===== src/rtl/alu_arbiter_pkg.sv =====
// Shared types for the ALU arbiter: FSM states, ALU op codes, response flags.
package alu_arbiter_pkg;

  typedef enum logic [1:0] {
    IDLE = 2'd0,
    LOAD = 2'd1,
    READ = 2'd2,
    RESP = 2'd3
  } state_e;

  localparam logic [1:0] ALU_ADD   = 2'b00;
  localparam logic [1:0] ALU_AND   = 2'b01;
  localparam logic [1:0] ALU_XOR   = 2'b10;
  localparam logic [1:0] ALU_SHIFT = 2'b11;

  // Field order matches the o_rspFlags bit order {negative, nZero, overflow, carry}.
  typedef struct packed {
    logic negative;
    logic nZero;
    logic overflow;
    logic carry;
  } flags_t;

endpackage


===== src/rtl/alu_arbiter_rr.sv =====
// Combinational round-robin arbiter: searches req upward from the pointer
// (wrapping) and returns a one-hot grant plus the encoded winner index.
module rr_arbiter #(
  parameter int N     = 3,
  parameter int IDX_W = (N > 1) ? $clog2(N) : 1
) (
  input  logic [N-1:0]     req_i,
  input  logic [IDX_W-1:0] ptr_i,
  output logic [N-1:0]     grant_o,
  output logic [IDX_W-1:0] idx_o
);

  // Priority search starting at the pointer; first pending request wins.
  always_comb begin
    logic found;
    int   cand;
    grant_o = '0;
    idx_o   = '0;
    found   = 1'b0;
    cand    = 0;
    for (int off = 0; off < N; off++) begin
      cand = (int'(ptr_i) + off) % N;
      if (!found && req_i[IDX_W'(cand)]) begin
        found                   = 1'b1;
        grant_o[IDX_W'(cand)]   = 1'b1;
        idx_o                   = IDX_W'(cand);
      end
    end
  end

endmodule


===== src/rtl/alu_arbiter.sv =====
// Shares one 8-bit ALU between N_REQ requesters. A round-robin winner is
// latched, its operands are written into the ALU Y register (LOAD), the
// result is read back over the bus (READ) and returned with flags (RESP).
module alu_arbiter
  import alu_arbiter_pkg::*;
#(
  parameter int N_REQ       = 3,
  parameter int LOAD_CYCLES = 1,
  parameter int READ_CYCLES = 1
) (
  input  logic               i_clk,
  input  logic               i_reset,
  input  logic [N_REQ-1:0]   i_reqValid,
  output logic [N_REQ-1:0]   o_reqReady,
  input  logic [N_REQ*8-1:0] i_reqA,
  input  logic [N_REQ*8-1:0] i_reqB,
  input  logic [N_REQ*2-1:0] i_reqOp,
  input  logic [N_REQ-1:0]   i_reqSub,
  output logic [N_REQ-1:0]   o_rspValid,
  input  logic [N_REQ-1:0]   i_rspReady,
  output logic [7:0]         o_rspData,
  output logic [3:0]         o_rspFlags,
  output logic [7:0]         o_aluA,
  output logic [7:0]         o_aluBus,
  output logic               o_aluBusOE,
  input  logic [7:0]         i_aluBus,
  output logic               o_ctrlAluNOE,
  output logic [1:0]         o_ctrlAluOp,
  output logic               o_ctrlAluSub,
  output logic               o_ctrlAluYNWE,
  input  logic               i_flagNegative,
  input  logic               i_flagNZero,
  input  logic               i_flagOverflow,
  input  logic               i_flagCarry
);

  localparam int PTR_W   = $clog2(N_REQ);
  localparam int MAX_CYC = (LOAD_CYCLES > READ_CYCLES) ? LOAD_CYCLES : READ_CYCLES;
  localparam int CNT_W   = $clog2(MAX_CYC + 1);
  localparam logic [CNT_W-1:0] LOAD_LAST = CNT_W'(LOAD_CYCLES - 1);
  localparam logic [CNT_W-1:0] READ_LAST = CNT_W'(READ_CYCLES - 1);
  localparam logic [PTR_W-1:0] IDX_MAX   = PTR_W'(N_REQ - 1);

  state_e           state_q, state_d;
  logic [CNT_W-1:0] cnt_q, cnt_d;
  logic [PTR_W-1:0] ptr_q, ptr_d;
  logic [PTR_W-1:0] idx_q, idx_d;
  logic [7:0]       a_q, a_d;
  logic [7:0]       b_q, b_d;
  logic [1:0]       op_q, op_d;
  logic             sub_q, sub_d;
  logic [7:0]       rsp_data_q, rsp_data_d;
  flags_t           rsp_flags_q, rsp_flags_d;

  logic [N_REQ-1:0] gnt;
  logic [PTR_W-1:0] gnt_idx;
  logic             gnt_any;

  rr_arbiter #(
    .N     (N_REQ),
    .IDX_W (PTR_W)
  ) u_rr (
    .req_i   (i_reqValid),
    .ptr_i   (ptr_q),
    .grant_o (gnt),
    .idx_o   (gnt_idx)
  );

  assign gnt_any = |gnt;

  // Next-state, request latch, phase counter, pointer and response capture.
  always_comb begin
    state_d     = state_q;
    cnt_d       = cnt_q;
    ptr_d       = ptr_q;
    idx_d       = idx_q;
    a_d         = a_q;
    b_d         = b_q;
    op_d        = op_q;
    sub_d       = sub_q;
    rsp_data_d  = rsp_data_q;
    rsp_flags_d = rsp_flags_q;
    case (state_q)
      IDLE: begin
        if (gnt_any) begin
          idx_d   = gnt_idx;
          a_d     = i_reqA[{gnt_idx, 3'b000} +: 8];
          b_d     = i_reqB[{gnt_idx, 3'b000} +: 8];
          op_d    = i_reqOp[{gnt_idx, 1'b0} +: 2];
          sub_d   = i_reqSub[gnt_idx];
          cnt_d   = '0;
          state_d = LOAD;
        end
      end
      LOAD: begin
        if (cnt_q == LOAD_LAST) begin
          cnt_d   = '0;
          state_d = READ;
        end else begin
          cnt_d = cnt_q + CNT_W'(1);
        end
      end
      READ: begin
        if (cnt_q == READ_LAST) begin
          rsp_data_d           = i_aluBus;
          rsp_flags_d.negative = i_flagNegative;
          rsp_flags_d.nZero    = i_flagNZero;
          rsp_flags_d.overflow = i_flagOverflow;
          rsp_flags_d.carry    = i_flagCarry;
          cnt_d                = '0;
          state_d              = RESP;
        end else begin
          cnt_d = cnt_q + CNT_W'(1);
        end
      end
      RESP: begin
        if (i_rspReady[idx_q]) begin
          ptr_d   = (idx_q == IDX_MAX) ? '0 : idx_q + PTR_W'(1);
          state_d = IDLE;
        end
      end
      default: state_d = IDLE;
    endcase
  end

  // ALU control decode from state; bus driver and ALU output are never on together.
  always_comb begin
    o_reqReady    = '0;
    o_rspValid    = '0;
    o_aluA        = '0;
    o_aluBus      = '0;
    o_aluBusOE    = 1'b0;
    o_ctrlAluNOE  = 1'b1;
    o_ctrlAluYNWE = 1'b1;
    o_ctrlAluOp   = ALU_ADD;
    o_ctrlAluSub  = 1'b0;
    case (state_q)
      IDLE: begin
        if (!i_reset) o_reqReady = gnt;
      end
      LOAD: begin
        o_aluA        = a_q;
        o_aluBus      = b_q;
        o_aluBusOE    = 1'b1;
        o_ctrlAluYNWE = 1'b0;
        o_ctrlAluOp   = op_q;
        o_ctrlAluSub  = sub_q;
      end
      READ: begin
        o_aluA       = a_q;
        o_ctrlAluNOE = 1'b0;
        o_ctrlAluOp  = op_q;
        o_ctrlAluSub = sub_q;
      end
      RESP: begin
        o_rspValid[idx_q] = 1'b1;
      end
      default: ;
    endcase
  end

  assign o_rspData  = rsp_data_q;
  assign o_rspFlags = rsp_flags_q;

  // Control and response registers reset; operand latch only loads on accept.
  always_ff @(posedge i_clk) begin
    if (i_reset) begin
      state_q     <= IDLE;
      cnt_q       <= '0;
      ptr_q       <= '0;
      idx_q       <= '0;
      rsp_data_q  <= '0;
      rsp_flags_q <= '0;
    end else begin
      state_q     <= state_d;
      cnt_q       <= cnt_d;
      ptr_q       <= ptr_d;
      idx_q       <= idx_d;
      rsp_data_q  <= rsp_data_d;
      rsp_flags_q <= rsp_flags_d;
    end
    a_q   <= a_d;
    b_q   <= b_d;
    op_q  <= op_d;
    sub_q <= sub_d;
  end

endmodule


===== config.mk =====
export PLATFORM = sky130hd
export DESIGN_NAME = alu_arbiter
export DESIGN_NICKNAME = d
export VERILOG_FILES = /design/src/rtl/alu_arbiter_pkg.sv /design/src/rtl/alu_arbiter_rr.sv /design/src/rtl/alu_arbiter.sv
export SDC_FILE = /design/constraint.sdc
export NUM_CORES = 1
export LEC_CHECK = 0
export CORE_UTILIZATION = 25
export DETAILED_ROUTE_END_ITERATION = 16
export SLEW_MARGIN = 20
export SYNTH_ARGS = -nofsm -noshare
export SYNTH_HDL_FRONTEND = slang
export SYNTH_SLANG_ARGS = --single-unit

===== constraint.sdc =====
create_clock -name i_clk -period 5.4 [get_ports i_clk]
set_clock_uncertainty 0.2 [all_clocks]
set_input_delay 0.81 -clock i_clk [delete_from_list [all_inputs] [get_ports i_clk]]
set_output_delay 0.81 -clock i_clk [all_outputs]
set_load 0.005 [all_outputs]

==> results of run 1 <==
## final cells by class
cell class | instances | share of cell area (%)
clock buffer | 6 | 2.33
clock inverter | 2 | 1.02
inverter | 11 | 1.16
multi-input combinational | 166 | 32.4
sequential | 37 | 26.2
tap | 105 | 3.70
timing repair buffer | 118 | 33.2
## per-stage QoR
step	setup WS [ns]	utilization [%]	total power, W
global route	1.44	42.7	0.00139
finish	1.51	42.7	0.00129
global placement	1.67	41.3	0.00105
detailed placement	1.58	41.3	0.00106
CTS	1.58	42.7	0.00132
floorplan	2.68	-	0.000726
## layer usage
metal / GRT usage (%) / up-vias / wire length, um
met5: 0 / - / 0
met4: 3.41 / 0 / 41
met3: 3.67 / 4 / 519
met2: 22.4 / 82 / 2800
met1: 16.7 / 912 / 2750
li1: - / 1010 / -
## logic make-up after synthesis
| group | Yosys count | share of synthesized area (%) |
|---|---|---|
| AND/OR/NAND/NOR | 82 | 18.8 |
| AO/OA/AOI/OAI | 40 | 12.3 |
| flip-flops | 37 | 42.9 |
| multiplexers | 36 | 17.1 |
| buffers and inverters | 22 | 4.27 |
| adder cells (fa/ha/maj) | 8 | 4.62 |
## cells in the mapped netlist
library cell   n
a31o_2         1
and2_1        19
a21oi_1        1
inv_1         11
and3_1         1
o32a_1         1
nor2_1        19
nand3b_1       4
o22a_2         1
nand3_1        1
nor2b_1        4
o211ai_1       1
mux2_4         2
buf_4          2
ha_1           8
o22ai_1        1
a211oi_1       2
dfxtp_1       18
o21ai_0       10
a41oi_1        1
o21ai_1       13
edfxtp_1      19
nand2b_2       1
a22o_1         2
nand4b_1       1
nor4bb_1       1
o22ai_2        2
nand2_1       29
buf_2          2
clkbuf_1       6
o31a_1         1
a311oi_1       1
nor3b_1        2
mux2i_1       34
o221a_1        1
buf_1          1
a31o_1         1
## power by group
part	internal [W]	leakage, nW	switching [W]	total [W]
Sequential	0.000404	0.332	0.0000333	0.000437
Combinational	0.000340	0.996	0.000264	0.000604
Clock	0.000151	0.0617	0.000102	0.000252
Total	0.000894	1.39	0.000399	0.00129
## worst register-to-register path: stages (launching register included)
cell and delay, ns:
dfxtp_1 0.38, inv_1 0.08, ha_1 0.41, nand3b_1 0.23, nor2_1 0.22, a22o_1 0.19, o22ai_2 0.10, a31o_1 0.28
inv_1 0.56
## sequential cells by signal, indices dropped and copies added (netlist names)
| register | cells |
|---|---|
| o_rspFlags | 4 |
| sub_q | 1 |
| a_q | 8 |
| o_rspData | 8 |
| state_q | 2 |
| idx_q | 2 |
| b_q | 8 |
| ptr_q | 2 |
| op_q | 2 |
## worst paths after layout
| check | from | endpoint | slack, ns | cells after the start |
|---|---|---|---|---|
| worst max-delay path | i_reqValid[2] | o_reqReady[1] | 1.51 | 7 |
| worst min register to register | o_rspData[7]$_SDFFE_PP0P_ | o_rspData[7]$_SDFFE_PP0P_ | 0.31 | 2 |
| worst min-delay path | o_rspData[7]$_SDFFE_PP0P_ | o_rspData[7]$_SDFFE_PP0P_ | 0.31 | 2 |
| worst max register to register | ptr_q[0]$_SDFFE_PP0P_ | b_q[7]$_DFFE_PP_ | 2.36 | 8 |
## cell usage in the layout (no fill, tap or decap), types with 4 or more instances in the layout
master / count
and2_1: 19
clkbuf_8: 6
clkdlybuf4s50_1: 116
dfxtp_1: 18
edfxtp_1: 19
ha_1: 8
inv_1: 11
mux2i_1: 34
nand2_1: 29
nand3b_1: 4
nor2_1: 19
nor2b_1: 4
o21ai_0: 10
o21ai_1: 12
==> flow_summary_export.csv, run 1 <==
group,metric,value,unit
outcome,outcome,"complete, no violations",
synth,ys_warn_count,0,
floorplan,initial_core_util,26.1,%
timing,drv_slew,0,
final_layout,fin_cells,445,
global_route,grt_pass1_vias,1933,
final_layout,final_nets,424,
worst_setup_path,cp.arrival,2.88,ns
worst_setup_path,start_kind,"input port",
synth,postSynthAreaPerCell,9.64,um^2
timing,hold_viol_final,0,
final_layout,fillers,830,
clock_network,cts_buffers,5,
route,routed_wirelength,6120,um
clock_network,htreeDepth,2,
synth,synthTopCellsByArea,"edfxtp_1, dfxtp_1, mux2i_1, and2_1, nand2_1",
clock_network,cts_tree,"built",
final_layout,area_delta_synth_final,63.6,%
place,post_dp_cell_area,0.00343,mm^2
synth,ys_ff_latch,37,
synth,synthesis.area,0.00217,mm^2
worst_setup_path,end_kind,"output port",
route,wl_per_cell,13.7,um
clock_network,cts_sinks,37,
worst_setup_path,cp_num_buf_inv,2,
synth,synth_fp_nets,310,
final_layout,diodes,0,
global_route,track_usage,13.3,%
global_route,grt_overflow,0,
timing,worstMarginPinSlew,0.747,ns
route,vias,2008,
global_route,grt_max_degree,23,
power_and_ir_drop,total_leakage_power,1.39,nW
timing,rsz0062_at_grt,"no",
final_layout,multi_input_area,0.00115,mm^2
clock_network,insertion_delay,0.28,ns
min_path,min_path_type,"reg2reg",
final_layout,register_area,931,um^2
timing,fin_crit_sh,72.1,%
route,viasPerCell,4.51,
power_and_ir_drop,peakVddDrop,0.138,mV
floorplan,fp-row-count,33,
floorplan,dieHeight,95.1,um
timing,hold_ws,0.310,ns
clock_network,clk_pin_slew,0.08,ns
worst_setup_path,slowest_stage,"clkdlybuf4s50_1",
global_route,antenna_found_initial,0,
timing,setup_violations,0,
place,gp_congestion,0.743,
route,drt_iter0_drc,68,
floorplan,dieArea,0.00905,mm^2
synth,synth.distinct_cells,37,
timing,fmax,257,MHz
clock_network,hold_buffers,0,
worst_setup_path,cpPeakStageDelay,0.56,ns
synth,synth.yosys.seq_area_share,42.9,%
timing,period_needed,3.89,ns
run,cap_violations,0,
synth,synth_area_leader_cell,"edfxtp_1",
global_route,grt_first_pass_wirelength,9270,um
route,drc,0,
clock_network,cts_resized,0,
place,place_inst,437,
timing,fin_tns_setup,0,ns
clock_network,clockBufferDepth,2,
floorplan,core_area,0.00830,mm^2
clock_network,cts_setup_buffers,0,
timing,max-slew-margin-rel,50.2,%
worst_setup_path,cp_top_family,"buffers and inverters",
worst_setup_path,path_class,"in2out",
final_layout,fin_area,0.00355,mm^2
worst_setup_path,crit_chain,"clkdlybuf4s50_1 -> mux2_4 -> nor2_1 -> a22o_1 -> o22ai_2 -> nor2_1 -> clkdlybuf4s50_1",
place,io_buffer_count,116,
route,ant_nets,0,
worst_setup_path,crit_fanout,7,
synth,synth_top_area_share,26.3,%
final_layout,drive_gt1_share,5.29,%
synth,netlist_instances,225,
worst_setup_path,required,4.39,ns
place,hpwl,4700,um
floorplan,ioPinCount,117,
power_and_ir_drop,p_per_area,365,mW/mm^2
route,drt-pass1-iter-count,4,
clock_network,cts-root-buf,"clkbuf_8",
floorplan,die_x,95.1,um
Note: power is estimated with default switching activity, not from simulation.
==> run 2: changes to the inputs <==
- clock period: 5.4 -> 3.3 ns (I/O delays scaled with it)
==> flow_summary_export.csv, run 2 (synthesis gave the netlist of run 1 again) <==
group,metric,value,unit
route,wl_per_cell,13.1,um
timing,setup_violations,0,
worst_setup_path,crit_chain,"clkdlybuf4s50_1 -> mux2_4 -> nor2_2 -> a22o_1 -> o22ai_2 -> nor2_1 -> clkdlybuf4s50_1",
timing,drv_slew,0,
power_and_ir_drop,p_per_area,598,mW/mm^2
worst_setup_path,crit_fanout,7,
worst_setup_path,end_kind,"output port",
global_route,grt_max_degree,39,
global_route,track_usage,12.5,%
place,io_buffer_count,116,
global_route,met2_usage,20.5,%
final_layout,final_nets,427,
floorplan,dieHeight,95.1,um
global_route,grt_overflow,0,
clock_network,insertion_delay,0.28,ns
outcome,outcome,"complete, no violations",
power_and_ir_drop,total_leakage_power,1.41,nW
timing,fin_crit_sh,94.0,%
global_route,met3_usage,4.86,%
timing,fmax,322,MHz
global_route,grt_first_pass_wirelength,8690,um
final_layout,drive_gt1_share,7.00,%
clock_network,htreeDepth,2,
timing,rsz0062_at_grt,"no",
global_route,antenna_found_initial,0,
place,place_inst,440,
timing,worstMarginPinSlew,0.380,ns
timing,hold_viol_final,0,
final_layout,register_area,931,um^2
place,dp_slack,0.157,ns
worst_setup_path,slowest_stage,"clkdlybuf4s50_1",
timing,fin_tns_setup,0,ns
clock_network,clk_pin_slew,0.07,ns
final_layout,area_delta_synth_final,65.4,%
final_layout,final_util,43.2,%
timing,period_needed,3.10,ns
clock_network,cts_buffers,5,
worst_setup_path,start_kind,"input port",
floorplan,die_x,95.1,um
floorplan,initial_core_util,26.1,%
final_layout,fin_cells,448,
route,drc,0,
global_route,busiest_layer,"met2",
route,drt-pass1-iter-count,4,
power_and_ir_drop,peakVddDrop,0.242,mV
floorplan,dieArea,0.00905,mm^2
min_path,min_path_type,"reg2reg",
floorplan,fp-row-count,33,
clock_network,cts-root-buf,"clkbuf_8",
floorplan,ioPinCount,117,
worst_setup_path,cpPeakStageDelay,0.53,ns
route,ant_nets,0,
worst_setup_path,path_class,"in2out",
clock_network,cts_tree,"built",
timing,max-slew-margin-rel,74.7,%
place,gp_congestion,0.756,
route,viasPerCell,4.49,
run,cap_violations,0,
final_layout,final_cell_mix,"clkdlybuf4s50_1, mux2i_1, nand2_1",
final_layout,diodes,0,
route,routed_wirelength,5850,um
final_layout,layout_commonest_cell,"clkdlybuf4s50_1",
worst_setup_path,required,2.60,ns
floorplan,core_area,0.00830,mm^2
clock_network,clockBufferDepth,2,
final_layout,multi_input_area,0.00116,mm^2
global_route,met1_usage,15.3,%
timing,setup_ws,0.197,ns
worst_setup_path,critPathMostFrequentCell,"clkdlybuf4s50_1",
final_layout,fillers,824,
clock_network,cts_sinks,37,
global_route,grt_pass1_vias,1854,
route,vias,2010,
route,drt_iter0_drc,70,
power_and_ir_drop,power,0.00214,W
clock_network,hold_buffers,0,
worst_setup_path,cp.arrival,2.41,ns
place,hpwl,4400,um
run 2: cell count changes in the layout (fill, tap and decap cells not counted):
| cell | delta |
|---|---|
| inv_4 | -1 |
| ha_1 | -2 |
| clkbuf_16 | +1 |
| clkinv_2 | +1 |
| ha_2 | +2 |
| clkbuf_8 | -1 |
| nor2_2 | +1 |
| nor2_1 | -1 |
| buf_4 | +3 |
run 2: path summary, 6_finish.rpt:
path,from,endpoint,slack (ns),cells after the start
worst max-delay path,i_reqValid[2],o_reqReady[0],0.20,7
worst min-delay path,state_q[1]$_SDFFE_PP0P_,state_q[1]$_SDFFE_PP0P_,0.30,2
worst max register to register,ptr_q[0]$_SDFFE_PP0P_,sub_q$_DFFE_PP_,0.70,9
worst min register to register,state_q[1]$_SDFFE_PP0P_,state_q[1]$_SDFFE_PP0P_,0.30,2
run 2: timing repair:
item | 4_1_cts | 5_1_grt
endpoints found under the hold margin | 0 | 0
gates resized for setup | 0 | 3
setup endpoints to repair | 0 | 2
buffers inserted | 0 | 0
run 2: area by class of cell:
cell class	count	area share, %
repair buffers	121	33.4
multi-input cells	166	32.2
flip-flops and latches	37	26.0
well taps	105	3.66
clock buffers	6	2.62
inverters	11	1.15
clock inverters	2	0.977
run 2: critical path, delay by kind of cell:
family / cells / cell delay (ns)
compound gates: 2 / 0.27
buf+inv: 2 / 1.04
mux: 1 / 0.34
simple gates: 2 / 0.26
run 2: per-stage QoR:
step	hold slack, ns	cell area, um^2
2_1_floorplan	0.265	2170
3_3_place_gp	0.271	3450
3_5_place_dp	0.285	3450
4_1_cts	0.300	3580
5_1_grt	0.335	3590
6_report	0.296	3590
run 2: power by group:
| part | switching, W | internal [W] |
|---|---|---|
| sequential | 0.0000499 | 0.000659 |
| clock | 0.000168 | 0.000270 |
| combinational | 0.000428 | 0.000568 |
run 2: per-layer routing:
| metal | vias to the layer above | share of wire [%] |
|---|---|---|
| met5 | - | 0 |
| met4 | 0 | 0.58 |
| met3 | 5 | 11 |
| met2 | 79 | 45 |
| met1 | 903 | 44 |
| li1 | 1023 | - |
